### src/rtl/weight_seq_ctrl_if.sv
// Handshake and memory bus bundle for weight_seq_ctrl.
// WMEM_LOAD_EN adds the weight-memory load (cfg_* / mem_w*) signals.
interface weight_seq_ctrl_if #(
    parameter int unsigned ADDR_W = 5,
    parameter int unsigned DATA_W = 16
);
    logic              start;
    logic              in_valid;
    logic [DATA_W-1:0] in_data;
    logic              in_ready;
    logic              mem_ren;
    logic [ADDR_W-1:0] mem_radd;
    logic [DATA_W-1:0] mem_wout;
    logic              mac_valid;
    logic [DATA_W-1:0] mac_x;
    logic [DATA_W-1:0] mac_w;
    logic              mac_first;
    logic              mac_last;
    logic              busy;
    logic              done;
`ifdef WMEM_LOAD_EN
    logic              cfg_wen;
    logic [ADDR_W-1:0] cfg_wadd;
    logic [DATA_W-1:0] cfg_win;
    logic              cfg_ready;
    logic              mem_wen;
    logic [ADDR_W-1:0] mem_wadd;
    logic [DATA_W-1:0] mem_win;
`endif

    // Sequencer side.
    modport slave (
        input  start, in_valid, in_data, mem_wout,
`ifdef WMEM_LOAD_EN
        input  cfg_wen, cfg_wadd, cfg_win,
        output cfg_ready, mem_wen, mem_wadd, mem_win,
`endif
        output in_ready, mem_ren, mem_radd, mac_valid, mac_x, mac_w,
        output mac_first, mac_last, busy, done
    );

    // Environment side: activation source, weight memory and MAC.
    modport master (
        output start, in_valid, in_data, mem_wout,
`ifdef WMEM_LOAD_EN
        output cfg_wen, cfg_wadd, cfg_win,
        input  cfg_ready, mem_wen, mem_wadd, mem_win,
`endif
        input  in_ready, mem_ren, mem_radd, mac_valid, mac_x, mac_w,
        input  mac_first, mac_last, busy, done
    );
endinterface

### src/rtl/weight_seq_ctrl.sv
// Walks one neuron's weight memory in step with an activation stream and feeds aligned
// {x, w} pairs to the MAC. Define WMEM_LOAD_EN to add the idle-time weight load port.
module weight_seq_ctrl #(
    parameter int unsigned NUM_WEIGHT = 30,
    parameter int unsigned ADDR_W     = $clog2(NUM_WEIGHT),
    parameter int unsigned DATA_W     = 16
) (
    input logic              clk,
    input logic              rst,
    weight_seq_ctrl_if.slave bus
);
    typedef enum logic [1:0] {StIdle, StRun, StDrain, StDone} state_e;

    localparam logic [ADDR_W-1:0] LastIdx = ADDR_W'(NUM_WEIGHT - 1);

    state_e            state_q;
    logic [ADDR_W-1:0] idx_q;
    logic [ADDR_W-1:0] radd_q;
    logic              in_ready_q;
    logic              busy_q;
    logic              done_q;
    logic              mac_valid_q;
    logic              mac_first_q;
    logic              mac_last_q;
    logic [DATA_W-1:0] mac_x_q;
    logic              accept;

    assign accept = bus.in_valid & in_ready_q;

    always_ff @(posedge clk or posedge rst) begin
        if (rst) begin
            state_q     <= StIdle;
            idx_q       <= '0;
            radd_q      <= '0;
            in_ready_q  <= 1'b0;
            busy_q      <= 1'b0;
            done_q      <= 1'b0;
            mac_valid_q <= 1'b0;
            mac_first_q <= 1'b0;
            mac_last_q  <= 1'b0;
            mac_x_q     <= '0;
        end else begin
            // The x register lines up with the memory's one-cycle read latency.
            mac_valid_q <= accept;
            mac_first_q <= accept & (idx_q == '0);
            mac_last_q  <= accept & (idx_q == LastIdx);
            done_q      <= 1'b0;
            if (accept) begin
                mac_x_q <= bus.in_data;
                radd_q  <= idx_q;
            end
            unique case (state_q)
                StIdle: begin
                    if (bus.start) begin
                        state_q    <= StRun;
                        idx_q      <= '0;
                        in_ready_q <= 1'b1;
                        busy_q     <= 1'b1;
                    end
                end
                StRun: begin
                    if (accept) begin
                        if (idx_q == LastIdx) begin
                            idx_q      <= '0;
                            state_q    <= StDrain;
                            in_ready_q <= 1'b0;
                        end else begin
                            idx_q <= idx_q + 1'b1;
                        end
                    end
                end
                // Last weight is still in flight from the memory.
                StDrain: begin
                    state_q <= StDone;
                    done_q  <= 1'b1;
                end
                StDone: begin
                    state_q <= StIdle;
                    busy_q  <= 1'b0;
                end
            endcase
        end
    end

    assign bus.in_ready  = in_ready_q;
    assign bus.mem_ren   = accept;
    assign bus.mem_radd  = accept ? idx_q : radd_q;
    assign bus.mac_valid = mac_valid_q;
    assign bus.mac_x     = mac_x_q;
    assign bus.mac_w     = bus.mem_wout;
    assign bus.mac_first = mac_first_q;
    assign bus.mac_last  = mac_last_q;
    assign bus.busy      = busy_q;
    assign bus.done      = done_q;

`ifdef WMEM_LOAD_EN
    logic cfg_ready;

    // A coincident start takes priority; the requester keeps cfg_wen up until accepted.
    assign cfg_ready     = (state_q == StIdle) & ~bus.start;
    assign bus.cfg_ready = cfg_ready;
    assign bus.mem_wen   = bus.cfg_wen & cfg_ready;
    assign bus.mem_wadd  = bus.cfg_wadd;
    assign bus.mem_win   = bus.cfg_win;
`endif
endmodule

### src/flat_wrapper.sv
// flat-port wrapper written by rule: the top's interface ports become plain ports
module weight_seq_ctrl_flat 
#(
    parameter int unsigned NUM_WEIGHT = 30,
    parameter int unsigned ADDR_W     = $clog2(NUM_WEIGHT),
    parameter int unsigned DATA_W     = 16
)
  (clk, rst, bus_start, bus_in_valid, bus_in_data, bus_mem_wout, bus_in_ready, bus_mem_ren, bus_mem_radd, bus_mac_valid, bus_mac_x, bus_mac_w, bus_mac_first, bus_mac_last, bus_busy, bus_done);
  weight_seq_ctrl_if #(.ADDR_W(ADDR_W), .DATA_W(DATA_W)) bus_i ();
  input logic clk;
  input logic rst;
  input wire logic [$bits(bus_i.start)-1:0] bus_start;
  input wire logic [$bits(bus_i.in_valid)-1:0] bus_in_valid;
  input wire logic [$bits(bus_i.in_data)-1:0] bus_in_data;
  input wire logic [$bits(bus_i.mem_wout)-1:0] bus_mem_wout;
  output wire logic [$bits(bus_i.in_ready)-1:0] bus_in_ready;
  output wire logic [$bits(bus_i.mem_ren)-1:0] bus_mem_ren;
  output wire logic [$bits(bus_i.mem_radd)-1:0] bus_mem_radd;
  output wire logic [$bits(bus_i.mac_valid)-1:0] bus_mac_valid;
  output wire logic [$bits(bus_i.mac_x)-1:0] bus_mac_x;
  output wire logic [$bits(bus_i.mac_w)-1:0] bus_mac_w;
  output wire logic [$bits(bus_i.mac_first)-1:0] bus_mac_first;
  output wire logic [$bits(bus_i.mac_last)-1:0] bus_mac_last;
  output wire logic [$bits(bus_i.busy)-1:0] bus_busy;
  output wire logic [$bits(bus_i.done)-1:0] bus_done;
  assign bus_i.start = bus_start;
  assign bus_i.in_valid = bus_in_valid;
  assign bus_i.in_data = bus_in_data;
  assign bus_i.mem_wout = bus_mem_wout;
  assign bus_in_ready = bus_i.in_ready;
  assign bus_mem_ren = bus_i.mem_ren;
  assign bus_mem_radd = bus_i.mem_radd;
  assign bus_mac_valid = bus_i.mac_valid;
  assign bus_mac_x = bus_i.mac_x;
  assign bus_mac_w = bus_i.mac_w;
  assign bus_mac_first = bus_i.mac_first;
  assign bus_mac_last = bus_i.mac_last;
  assign bus_busy = bus_i.busy;
  assign bus_done = bus_i.done;
  weight_seq_ctrl #(.NUM_WEIGHT(NUM_WEIGHT), .ADDR_W(ADDR_W), .DATA_W(DATA_W)) u_core (.clk(clk), .rst(rst), .bus(bus_i));
endmodule
### config.mk
export PLATFORM = sky130hd
export DESIGN_NAME = weight_seq_ctrl_flat
export DESIGN_NICKNAME = d
export VERILOG_FILES = /design/src/rtl/weight_seq_ctrl_if.sv /design/src/rtl/weight_seq_ctrl.sv /design/src/flat_wrapper.sv
export SDC_FILE = /design/constraint.sdc
export NUM_CORES = 1
export LEC_CHECK = 0
export CORE_ASPECT_RATIO = 1.2
export CORE_UTILIZATION = 39
export DETAILED_ROUTE_END_ITERATION = 16
export HOLD_SLACK_MARGIN = 0.12
export PLACE_DENSITY_LB_ADDON = 0.25
export RECOVER_POWER = 50
export REMOVE_ABC_BUFFERS = 1
export SKIP_CTS_REPAIR_TIMING = 1
export SYNTH_ARGS = -nofsm -noshare
export SYNTH_HDL_FRONTEND = slang
export SYNTH_SLANG_ARGS = --single-unit
### constraint.sdc
create_clock -name clk -period 1.9 [get_ports clk]
set_clock_uncertainty 0.15 [all_clocks]
set_input_delay 0.38 -clock clk [delete_from_list [all_inputs] [get_ports clk]]
set_output_delay 0.38 -clock clk [all_outputs]
set_load 0.02 [all_outputs]
# [Yosys cells after proc, flatten, opt, wreduce, memory -nomap -nowiden]
# Index checks and enable logic that the tools add are counted.
[totals] word_cells=44 input_bits=36 output_inout_bits=44 ff_bits=34 romBits=0 ram_bits=0 latchBits=0 n_memories=0
[classes] n_reduce_logical=8 magnitude_cmp=0 div_mod_pow=0 eq_ne=7 n_addsub=1 n_mul=0 bitwise=3 mux=15 shifts=0
[op_table] operator="$mux W5" count=4
[op_table] operator="$pmux W5 S2" count=1
[op_table] operator="$pmux W2 S4" count=1
[op_table] operator="$mux W2" count=3
[op_table] operator="$reduce_and A3 Y1" count=2
[op_table] operator="$add A5 B1 Y5 const B" count=1
[op_table] operator="$eq A5 B5 Y1 const B" count=1
[op_table] operator="$logic_not A5 Y1" count=1
[op_table] operator="$eq A2 B2 Y1 const B" count=2
[op_table] operator="$mux W1" count=4
[op_table] operator="$ne A2 B1 Y1 const B" count=2
[op_table] operator="$pmux W1 S2" count=2
[op_table] operator="$reduce_and A4 Y1" count=1
[op_table] operator="$reduce_bool A2 Y1" count=2
[op_table] operator="$and A1 B1 Y1" count=3
[op_table] operator="$eq A2 B1 Y1 const B" count=1
[op_table] operator="$logic_not A2 Y1" count=1
[op_table] operator="$ne A2 B2 Y1 const B" count=1
[op_table] operator="$reduce_and A2 Y1" count=1

# [Logic depth before layout (Yosys ltp)]
# Gate-level depths: netlist of the first run.
[logic_depth] ltp_word=4 depth_mapped=6 mapped_depth_nobuf=5

# [Least setup slack after synthesis of the first run]
# Ideal clock, no wire load.
[synth_path] kind="register to register" start="reg u_core.state_q[1]" end="reg u_core.state_q[1]" period_less_slack_ns=1.786 stages_incl_launch_ff=7 path_buffers=1 required_time_ns=1.622 setup_ns=0.128 path_slack_ns=0.114 arrival_ns=1.508 cell_sequence="dfrtp_1 inv_1 ha_1 buf_2 a21boi_2 a211oi_2 mux2_1"
[synth_between] elab_chain_len=3 elab_cells_between_ends=9
[synth_lines] element="start: declaration" line="weight_seq_ctrl.sv:16" text="state_e state_q;"
[synth_lines] element="start signal: assignment" line="weight_seq_ctrl.sv:32" text="state_q <= StIdle;"
[synth_lines] element="start signal: assignment" line="weight_seq_ctrl.sv:55" text="state_q <= StRun;"
[synth_lines] element="start signal: assignment" line="weight_seq_ctrl.sv:65" text="state_q <= StDrain;"
[synth_lines] element="$eq A2 B1 Y1 / $logic_not A2 Y1 (equally long branches)" line="weight_seq_ctrl.sv:52" text="unique case (state_q)"
[synth_lines] element="$ne A2 B1 Y1 (no source line) / $ne A2 B2 Y1 (equally long branches)"
[synth_lines] element="$reduce_and A3 Y1 (no source line)"
# Parallel ways exist; a longest one is shown, timed or not.
# A chain may end at the register's enable or synchronous reset.

# [Worst setup path in the final report of the first run]
[layout_path] start="reg u_core.in_ready_q (netlist: u_core.bus.in_ready)" end="out bus_mem_radd[4]"
[layout_between] elab_chain_len=2
[layout_lines] element="start: declaration" line="weight_seq_ctrl.sv:19" text="logic in_ready_q;"
[layout_lines] element="start signal: assignment" line="weight_seq_ctrl.sv:35" text="in_ready_q <= 1'b0;"
[layout_lines] element="start signal: assignment" line="weight_seq_ctrl.sv:57" text="in_ready_q <= 1'b1;"
[layout_lines] element="start signal: assignment" line="weight_seq_ctrl.sv:66" text="in_ready_q <= 1'b0;"
[layout_lines] element="$and A1 B1 Y1" line="weight_seq_ctrl.sv:28" text="assign accept = bus.in_valid & in_ready_q;"
[layout_lines] element="$mux W5" line="weight_seq_ctrl.sv:87" text="assign bus.mem_radd = accept ? idx_q : radd_q;"
[layout_lines] element="end: declaration" line="flat_wrapper.sv:18" text="output wire logic [$bits(bus_i.mem_radd)-1:0] bus_mem_radd;"
# Every way passes these cells.

==> metrics.md, run 1 <==
| Metric | Value |
|---|---|
| Number of H-tree levels | 2 |
| Number of antenna violations at the first check in global routing | 0 |
| GRT Residual Overflow | 0 |
| Placed cell count | 221 |
| Ys async rst share | 100% |
| Final total power | just over 3 mW |
| Antenna-violating nets left | 0 |
| Delay contributed by the slowest stage of the critical path | ~0.44 ns |
| Largest net degree at the start of global routing | 35 |
| Count of unique library cells instantiated by Yosys | 28 |
| CTS clock-pin slew for the worst setup and hold paths | about 0.060 ns |
| Share of layout cells above drive strength 1 | a little over a quarter |
| Top flip-flop cell by instance count after synthesis | sky130_fd_sc_hd__dfrtp_1 |
| Total power per unit cell area | about 1400 mW/mm^2 |
| Share of the cycle needed by the critical path after routing | 97.9% |
| Data arrival time of the critical path | 1.33 ns |
| Critical-path cell list | nand2_4, mux2_2, clkbuf_2 |
| Via count of the routed design | around 1,100 |
| Number of global-route vias before repair | roughly 1,200 |
| Placeable core region | about 0.0038 mm^2 |
| Total I/O pin count | 80 |
| Fin. Hold Viols | 0 |
| Gate count of the mapped netlist | between 100 and 150 |
| Critical-path top delay cell | sky130_fd_sc_hd__dfrtp_2 |
| Clock buffers created by TritonCTS | 5 |
| Worst Hold Endpoint | u_core.bus.mac_x[0]$_DFFE_PP0P_ |
| Port-buffer cells | 47 |
| Average instance area after synthesis | about 12 um^2 |
| Setup Crit Path Kind | register to primary output |
| Top cells by count, synth | sky130_fd_sc_hd__dfrtp_1 (34), sky130_fd_sc_hd__buf_4 (16), sky130_fd_sc_hd__mux2_2 (14), sky130_fd_sc_hd__o21ai_0 (10), sky130_fd_sc_hd__inv_1 (9) |
| Status | finished clean |
| Number of cells on the worst hold path | 1 |
| Crit path buffers/inverters | 1 |
| Fillcell total | between 300 and 400 |
| Transition time at the pin with the least slew margin | slightly above 0.8 ns |
| Number of warnings issued by yosys | 0 |
| Cell type contributing the most total cell area after synthesis | sky130_fd_sc_hd__dfrtp_1 |
| Logic depth of the worst register-to-register path | 5 |
| HPWL after DPL | 2490 um |
| Slew margin rel. | a little under half |
| Min Clock Period, post-route | 1.86 ns |
| Total iterations of the first detailed-routing run | 4 |
| Drt total wl | roughly 3300 um |
| Type of the worst min-delay path | register to register |
| DR WL/cell | approximately 14 um |
| Post-synthesis sequential element count | 34 |
| Vias per inst | just under 5 |
| Max IR drop VDD | just over 0.0008 V |
| Horizontal die dimension | between 50 and 60 um |
| Leading post-synthesis cells by cell area | sky130_fd_sc_hd__dfrtp_1 (54%), sky130_fd_sc_hd__mux2_2 (10%), sky130_fd_sc_hd__buf_4 (7.6%) |
| First-pass GRT wire length | about 5400 um |
| Number of max-cap violations | 0 |
| DIE HEIGHT | 71.6 um |
| Diodes inserted | 0 |
| Maximum clock rate | roughly 0.54 GHz |
| Leak | ~1.0 nW |
| Reg2reg end | u_core.state_q[1]$_DFFE_PP0P_ |
| Core Rows | 24 |
| Top-count cell post-synth | sky130_fd_sc_hd__dfrtp_1 |
| Launching point of the worst reg2reg path | u_core.idx_q[0]$_DFFE_PP0P_ |
| Cell family contributing the most delay on the critical path | flip-flops |
| Final setup vio count | 0 |
| TritonCTS clock tree | yes |
| Summed instance area of the synthesized netlist | 0.00157 mm^2 |
| Critical path endpoint category | primary output |
| Cell at the root of the clock tree | sky130_fd_sc_hd__clkbuf_8 |
| Sequential cell area | ~850 um^2 |
| Sequential area share after synthesis | a little over half |
| P&R area growth vs syn | 37.8% |
| Required time at the worst-slack endpoint | around 1.4 ns |
| Initial Util | about two fifths |
| Count of routing violations after the opening detailed-route iteration | 14 |
| Number of flops mapped to enable cells by yosys | 0 |
| Worst-case register-to-register setup slack | approximately 0.15 ns |
| Final Instance Count excl. Fillers | between 200 and 250 |
| # DRC | 0 |
| Weighted congestion at the end of routability-driven global placement | a little over 0.8 |
| Clock tree sinks | 34 |
| Sort of element at the start of the critical path | register |
| Area occupied by multi-input gates | between 500 and 600 um^2 |
| Full die area | between 0.004 and 0.005 mm^2 |
| Unrepaired setup endpoints after global routing | false |
| Maximum number of buffers from clock root to sink | 2 |
| Global-route usage over all layers | between 10% and 20% |
| Slew Viols, Final | 0 |
| Area share of the largest cell type after synthesis | between 50 and 60% |
| Largest fanout on the critical path | 4 |
| Worst-skew pair later-pin latency | 0.28 ns |
| Hold wc startpoint | u_core.bus.mac_x[0]$_DFFE_PP0P_ |
| NumNets Final | ~220 |
[where the power goes]
part	leakage, nW	internal (mW)	switching [mW]	total, mW
registers	0.419	0.980	0.122	1.10
logic	0.532	0.683	0.706	1.39
clock network	0.0482	0.292	0.234	0.526
[final cells by class]
| class | count | area share [%] |
|---|---|---|
| clock buffers | 7 | 3.98 |
| clock inverters | 1 | 0.231 |
| multi-input cells | 66 | 26.1 |
| well taps | 52 | 3.00 |
| inverters | 10 | 1.73 |
| repair buffers | 61 | 25.6 |
| flip-flops and latches | 34 | 39.3 |
[layer usage]
layer,global-route usage [%],vias to the layer above,share of wire (%)
met5,0,-,0
met4,5.43,0,1.3
met3,10.1,5,12
met2,27.0,64,50
met1,18.9,545,38
li1,-,528,-
[worst register-to-register path: stages (launching register included)]
cell	delay, ns
sky130_fd_sc_hd__dfrtp_1	0.35
sky130_fd_sc_hd__buf_4	0.14
sky130_fd_sc_hd__ha_1	0.17
sky130_fd_sc_hd__nand4_2	0.16
sky130_fd_sc_hd__a211oi_2	0.32
sky130_fd_sc_hd__mux2_1	0.35
[worst max path at each step]
stage | from | end | slack (ns) | depth (start not counted)
after floorplan | u_core.bus.in_ready$_DFFE_PP0P_ | bus_mem_radd[0] | 0.13 | 2
after global placement | bus_in_valid | bus_mem_radd[3] | -0.62 | 4
after detailed placement | bus_in_valid | bus_mem_radd[4] | -0.63 | 4
after CTS | bus_in_valid | bus_mem_radd[4] | -0.63 | 4
after global routing | u_core.bus.in_ready$_DFFE_PP0P_ | bus_mem_radd[2] | 0.0004 | 3
final | u_core.bus.in_ready$_DFFE_PP0P_ | bus_mem_radd[4] | 0.04 | 3
[kinds of logic after synthesis]
family	Yosys count	share of synthesized area [%]
buffers and inverters	28	10.7
muxes	22	15.6
DFF	34	54.1
adders and majority gates	7	5.56
and+or+nand+nor	17	6.36
AOI/OAI and AO/OA	19	7.79
[state kept, by name, indices dropped and copies added, names as in the netlist]
register and count:
u_core.bus.mac_first 1, u_core.bus.mac_valid 1, u_core.bus.done 1, u_core.bus.busy 1, u_core.state_q 2, u_core.radd_q 5, u_core.bus.in_ready 1, u_core.idx_q 5
u_core.bus.mac_last 1, u_core.bus.mac_x 16
[cells in the final DEF, fill, tap and decap left out, drive strengths merged, types with 2 or more instances in the layout]
| cell | count |
|---|---|
| nor2 | 2 |
| nand2 | 5 |
| nand3 | 2 |
| mux2 | 20 |
| clkdlybuf4s50 | 38 |
| buf | 14 |
| dfrtp | 34 |
| mux2i | 2 |
| clkbuf | 12 |
| a211oi | 2 |
| o21ai | 10 |
| ha | 7 |
| a21oi | 2 |
| o311ai | 2 |
| inv | 10 |
| nand4 | 4 |
| dlymetal6s2s | 3 |
[through the flow]
step / setup TNS, ns / utilization, % / setup WS [ns] / area, um^2 / hold WS [ns]
final: 0 / 57.8 / 0.0390 / 2170 / 0.334
after global routing: 0 / 57.8 / 0.000416 / 2170 / 0.351
after CTS: -3.73 / 57.8 / -0.627 / 2170 / 0.339
after detailed placement: -8.19 / 55.3 / -0.626 / 2080 / 0.324
after global placement: -7.41 / 55.3 / -0.618 / 2080 / 0.317
after floorplan: 0 / - / 0.129 / 1440 / 0.362
Power figures use the tool's default switching activity.
==> inputs of run 2 (changes only) <==
Settings changed: HOLD_SLACK_MARGIN 0.12 to 0.05.
Clock period 1.9 ns to 1.8 ns, I/O delays scaled along.
==> run 2 against run 1 <==
The flow now finishes with violations (negative setup slack). Sequential power is 5% higher. Combinational power increased by 17%. Hold slack improved by 0.0020 ns. Global-route usage rose by 1.7 points. Sequential cell count unchanged. Clock power rose by 11%. Routed wire length increased by 10%. Non-clock buffer count increased by 6. Count of clock-buffer cells in the layout shrank 1. Critical endpoint is now bus_mem_radd[3].
==> metrics.md, run 2 (synthesis results as in run 1) <==
| Metric | Value |
|---|---|
| Launching point of the worst reg2reg path | u_core.bus.in_ready$_DFFE_PP0P_ (was u_core.idx_q[0]$_DFFE_PP0P_) |
| Hold slack final | 0.336 ns (was 0.334 ns) |
| Placeable core region | 0.00375 mm^2 (unchanged) |
| Net switching fraction of the power | 35.8% (was 35.2%) |
| HPWL after DPL | 2580 um (was 2490 um) |
| Unrepaired setup endpoints after global routing | true (was false) |
| CTS clock-pin slew for the worst setup and hold paths | 0.07 ns (was 0.06 ns) |
| Port-buffer cells | 47 (unchanged) |
| Maximum number of buffers from clock root to sink | 2 (unchanged) |
| Number of cells on the worst hold path | 1 (unchanged) |
| Drt total wl | 3700 um (was 3350 um) |
| Hold wc startpoint | u_core.bus.mac_x[0]$_DFFE_PP0P_ (unchanged) |
| Largest fanout on the critical path | 6 (was 4) |
| Global-route usage over all layers | 18.8% (was 17.0%) |
| Worst-skew pair later-pin latency | 0.28 ns (about the same) |
| Cell at the root of the clock tree | sky130_fd_sc_hd__clkbuf_8 (unchanged) |
| Worst Slack Setup Final | -0.0816 ns (was 0.0390 ns) |
| Total power per unit cell area | 1460 mW/mm^2 (was 1390 mW/mm^2) |
| Worst Hold Endpoint | u_core.bus.mac_x[0]$_DFFE_PP0P_ (unchanged) |
| Number of antenna violations at the first check in global routing | 0 (unchanged) |
| Flip-flop count of the largest register, all copies and words added | 16 (unchanged) |
| Slew margin rel. | 44.2% (was 45.6%) |
| Clock tree sinks | 34 (unchanged) |
| Core Rows | 24 (unchanged) |
| Antenna-violating nets left | 0 (unchanged) |
| Type of the worst min-delay path | register to register (unchanged) |
| TritonCTS clock tree | yes (unchanged) |
| # DRC | 0 (unchanged) |
| Final total power | 3.37 mW (was 3.02 mW) |
| Total I/O pin count | 80 (unchanged) |
| Slew Viols, Final | 0 (unchanged) |
| Share of layout cells above drive strength 1 | 32.1% (was 26.8%) |
| Combinational group share of total power | 48.0% (was 46.1%) |
| Final setup vio count | 4 (was 0) |
| Max IR drop VDD | 0.000876 V (was 0.000817 V) |
| Most common cell after layout, fill and taps aside | sky130_fd_sc_hd__dfrtp_1 (was sky130_fd_sc_hd__clkdlybuf4s50_1) |
| Cell internal power dissipation | 2.16 mW (was 1.95 mW) |
| NumNets Final | 226 (was 221) |
| Largest net degree at the start of global routing | 35 (unchanged) |
| Critical-path cell list | nand2_4, buf_6, mux2_4, buf_6 (was nand2_4, mux2_2, clkbuf_2) |
| Reg power frac | 34.6% (was 36.5%) |
| Number of H-tree levels | 2 (unchanged) |
| Clock buffers created by TritonCTS | 5 (unchanged) |
| GRT Residual Overflow | 0 (unchanged) |
| Full die area | 0.00430 mm^2 (unchanged) |
| Clock power frac | 17.4% (about the same) |
| Switching power total | 1.21 mW (was 1.06 mW) |
| Via count of the routed design | 1,164 (was 1,142) |
| Initial Util | 41.9% (unchanged) |
| Commonest cells after routing, fill and taps aside | sky130_fd_sc_hd__dfrtp_1 (34), sky130_fd_sc_hd__clkdlybuf4s50_1 (30), sky130_fd_sc_hd__buf_4 (16) (was sky130_fd_sc_hd__clkdlybuf4s50_1 (38), sky130_fd_sc_hd__dfrtp_1 (33), sky130_fd_sc_hd__mux2_2 (14)) |
| Sort of element at the start of the critical path | register (unchanged) |
| Count of routing violations after the opening detailed-route iteration | 24 (was 14) |
| Required time at the worst-slack endpoint | 1.29 ns (was 1.37 ns) |
| Diodes inserted | 0 (unchanged) |
| Horizontal die dimension | 60.0 um (unchanged) |
| Critical-path top delay cell | sky130_fd_sc_hd__dfrtp_1 (was sky130_fd_sc_hd__dfrtp_2) |
| Reg2reg end | u_core.idx_q[2]$_DFFE_PP0P_ (was u_core.state_q[1]$_DFFE_PP0P_) |
| First-pass GRT wire length | 5770 um (was 5360 um) |
| Number of max-cap violations | 0 (unchanged) |
| Setup_tns | -0.184 ns (was 0 ns) |
| Transition time at the pin with the least slew margin | 0.837 ns (was 0.815 ns) |
| Number of global-route vias before repair | 1,220 (was 1,161) |
| Data arrival time of the critical path | 1.37 ns (was 1.33 ns) |
| Cell family contributing the most delay on the critical path | flip-flops (unchanged) |
| DIE HEIGHT | 71.6 um (unchanged) |
| Min Clock Period, post-route | 1.88 ns |
| Weighted congestion at the end of routability-driven global placement | 0.769 (was 0.819) |
| Setup Crit Path Kind | register to primary output (unchanged) |
| Share of the cycle needed by the critical path after routing | 105% |
| Crit path buffers/inverters | 2 (was 1) |
| Worst-case register-to-register setup slack | 0.05 ns (was 0.15 ns) |
| Total iterations of the first detailed-routing run | 4 (unchanged) |
| Delay contributed by the slowest stage of the critical path | 0.41 ns (was 0.44 ns) |
| Logic depth of the worst register-to-register path | 6 (was 5) |
| Status | complete, but fails checks (was finished clean) |
| DR WL/cell | 15.7 um (was 14.5 um) |
| P&R area growth vs syn | 46.3% (was 37.8%) |
| Fin. Hold Viols | 0 (unchanged) |
| Violations in the final reports | negative setup slack |
| Vias per inst | 4.93 (was 4.94) |
| Worst path most repeated cell | sky130_fd_sc_hd__buf_6 |
| Leak | 1.12 nW (was 0.999 nW) |
| Maximum clock rate | roughly 0.53 GHz |
| Critical path endpoint category | primary output (unchanged) |
## run 2: metrics by stage
stage | setup WS (ns) | instances | utilization [%] | instance area (um^2)
4_1_cts | -0.728 | 230 | 58.4 | 2190
6_report | -0.0816 | 236 | 61.3 | 2300
2_1_floorplan | 0.0447 | 109 | - | 1440
5_1_grt | -0.124 | 236 | 61.3 | 2300
3_5_place_dp | -0.726 | 222 | 55.9 | 2100
3_3_place_gp | -0.679 | 222 | 55.9 | 2100
## run 2: cell type report
cell class	instances	area, um^2
timing repair buffer	67	648
clock buffer	6	82.6
tap	52	65.1
multi-input combinational	65	606
clock inverter	2	12.5
fill	322	1450
inverter	10	37.5
sequential	34	851
## run 2: worst max path at each step
stage                                               start                       endpoint  slack (ns)  depth (start not counted)
final                     u_core.bus.in_ready$_DFFE_PP0P_                bus_mem_radd[3]       -0.08                          4
after global routing      u_core.bus.in_ready$_DFFE_PP0P_                bus_mem_radd[3]       -0.12                          4
after CTS                                    bus_in_valid                bus_mem_radd[1]       -0.73                          4
after detailed placement                     bus_in_valid                bus_mem_radd[1]       -0.73                          4
after global placement                       bus_in_valid                bus_mem_radd[3]       -0.68                          4
after floorplan             u_core.state_q[1]$_DFFE_PP0P_  u_core.state_q[1]$_DFFE_PP0P_        0.04                          5
## run 2: layer usage
| layer | global-route usage, % | wire, um | vias to the layer above |
|---|---|---|---|
| met5 | 0 | 0 | - |
| met4 | 7.49 | 51 | 0 |
| met3 | 11.9 | 393 | 7 |
| met2 | 27.8 | 1880 | 61 |
| met1 | 21.6 | 1370 | 559 |
| li1 | - | - | 537 |
## run 2: power by group through the flow
| stage | combinational, mW | sequential [mW] | clock, mW |
|---|---|---|---|
| 6_report | 1.62 | 1.16 | 0.585 |
| 5_1_grt | 1.76 | 1.20 | 0.651 |
| 4_1_cts | 1.53 | 1.16 | 0.599 |
| 3_5_place_dp | 1.52 | 1.18 | 0 |
| 3_3_place_gp | 1.48 | 1.16 | 0 |
| 2_1_floorplan | 0.554 | 1.41 | 0 |
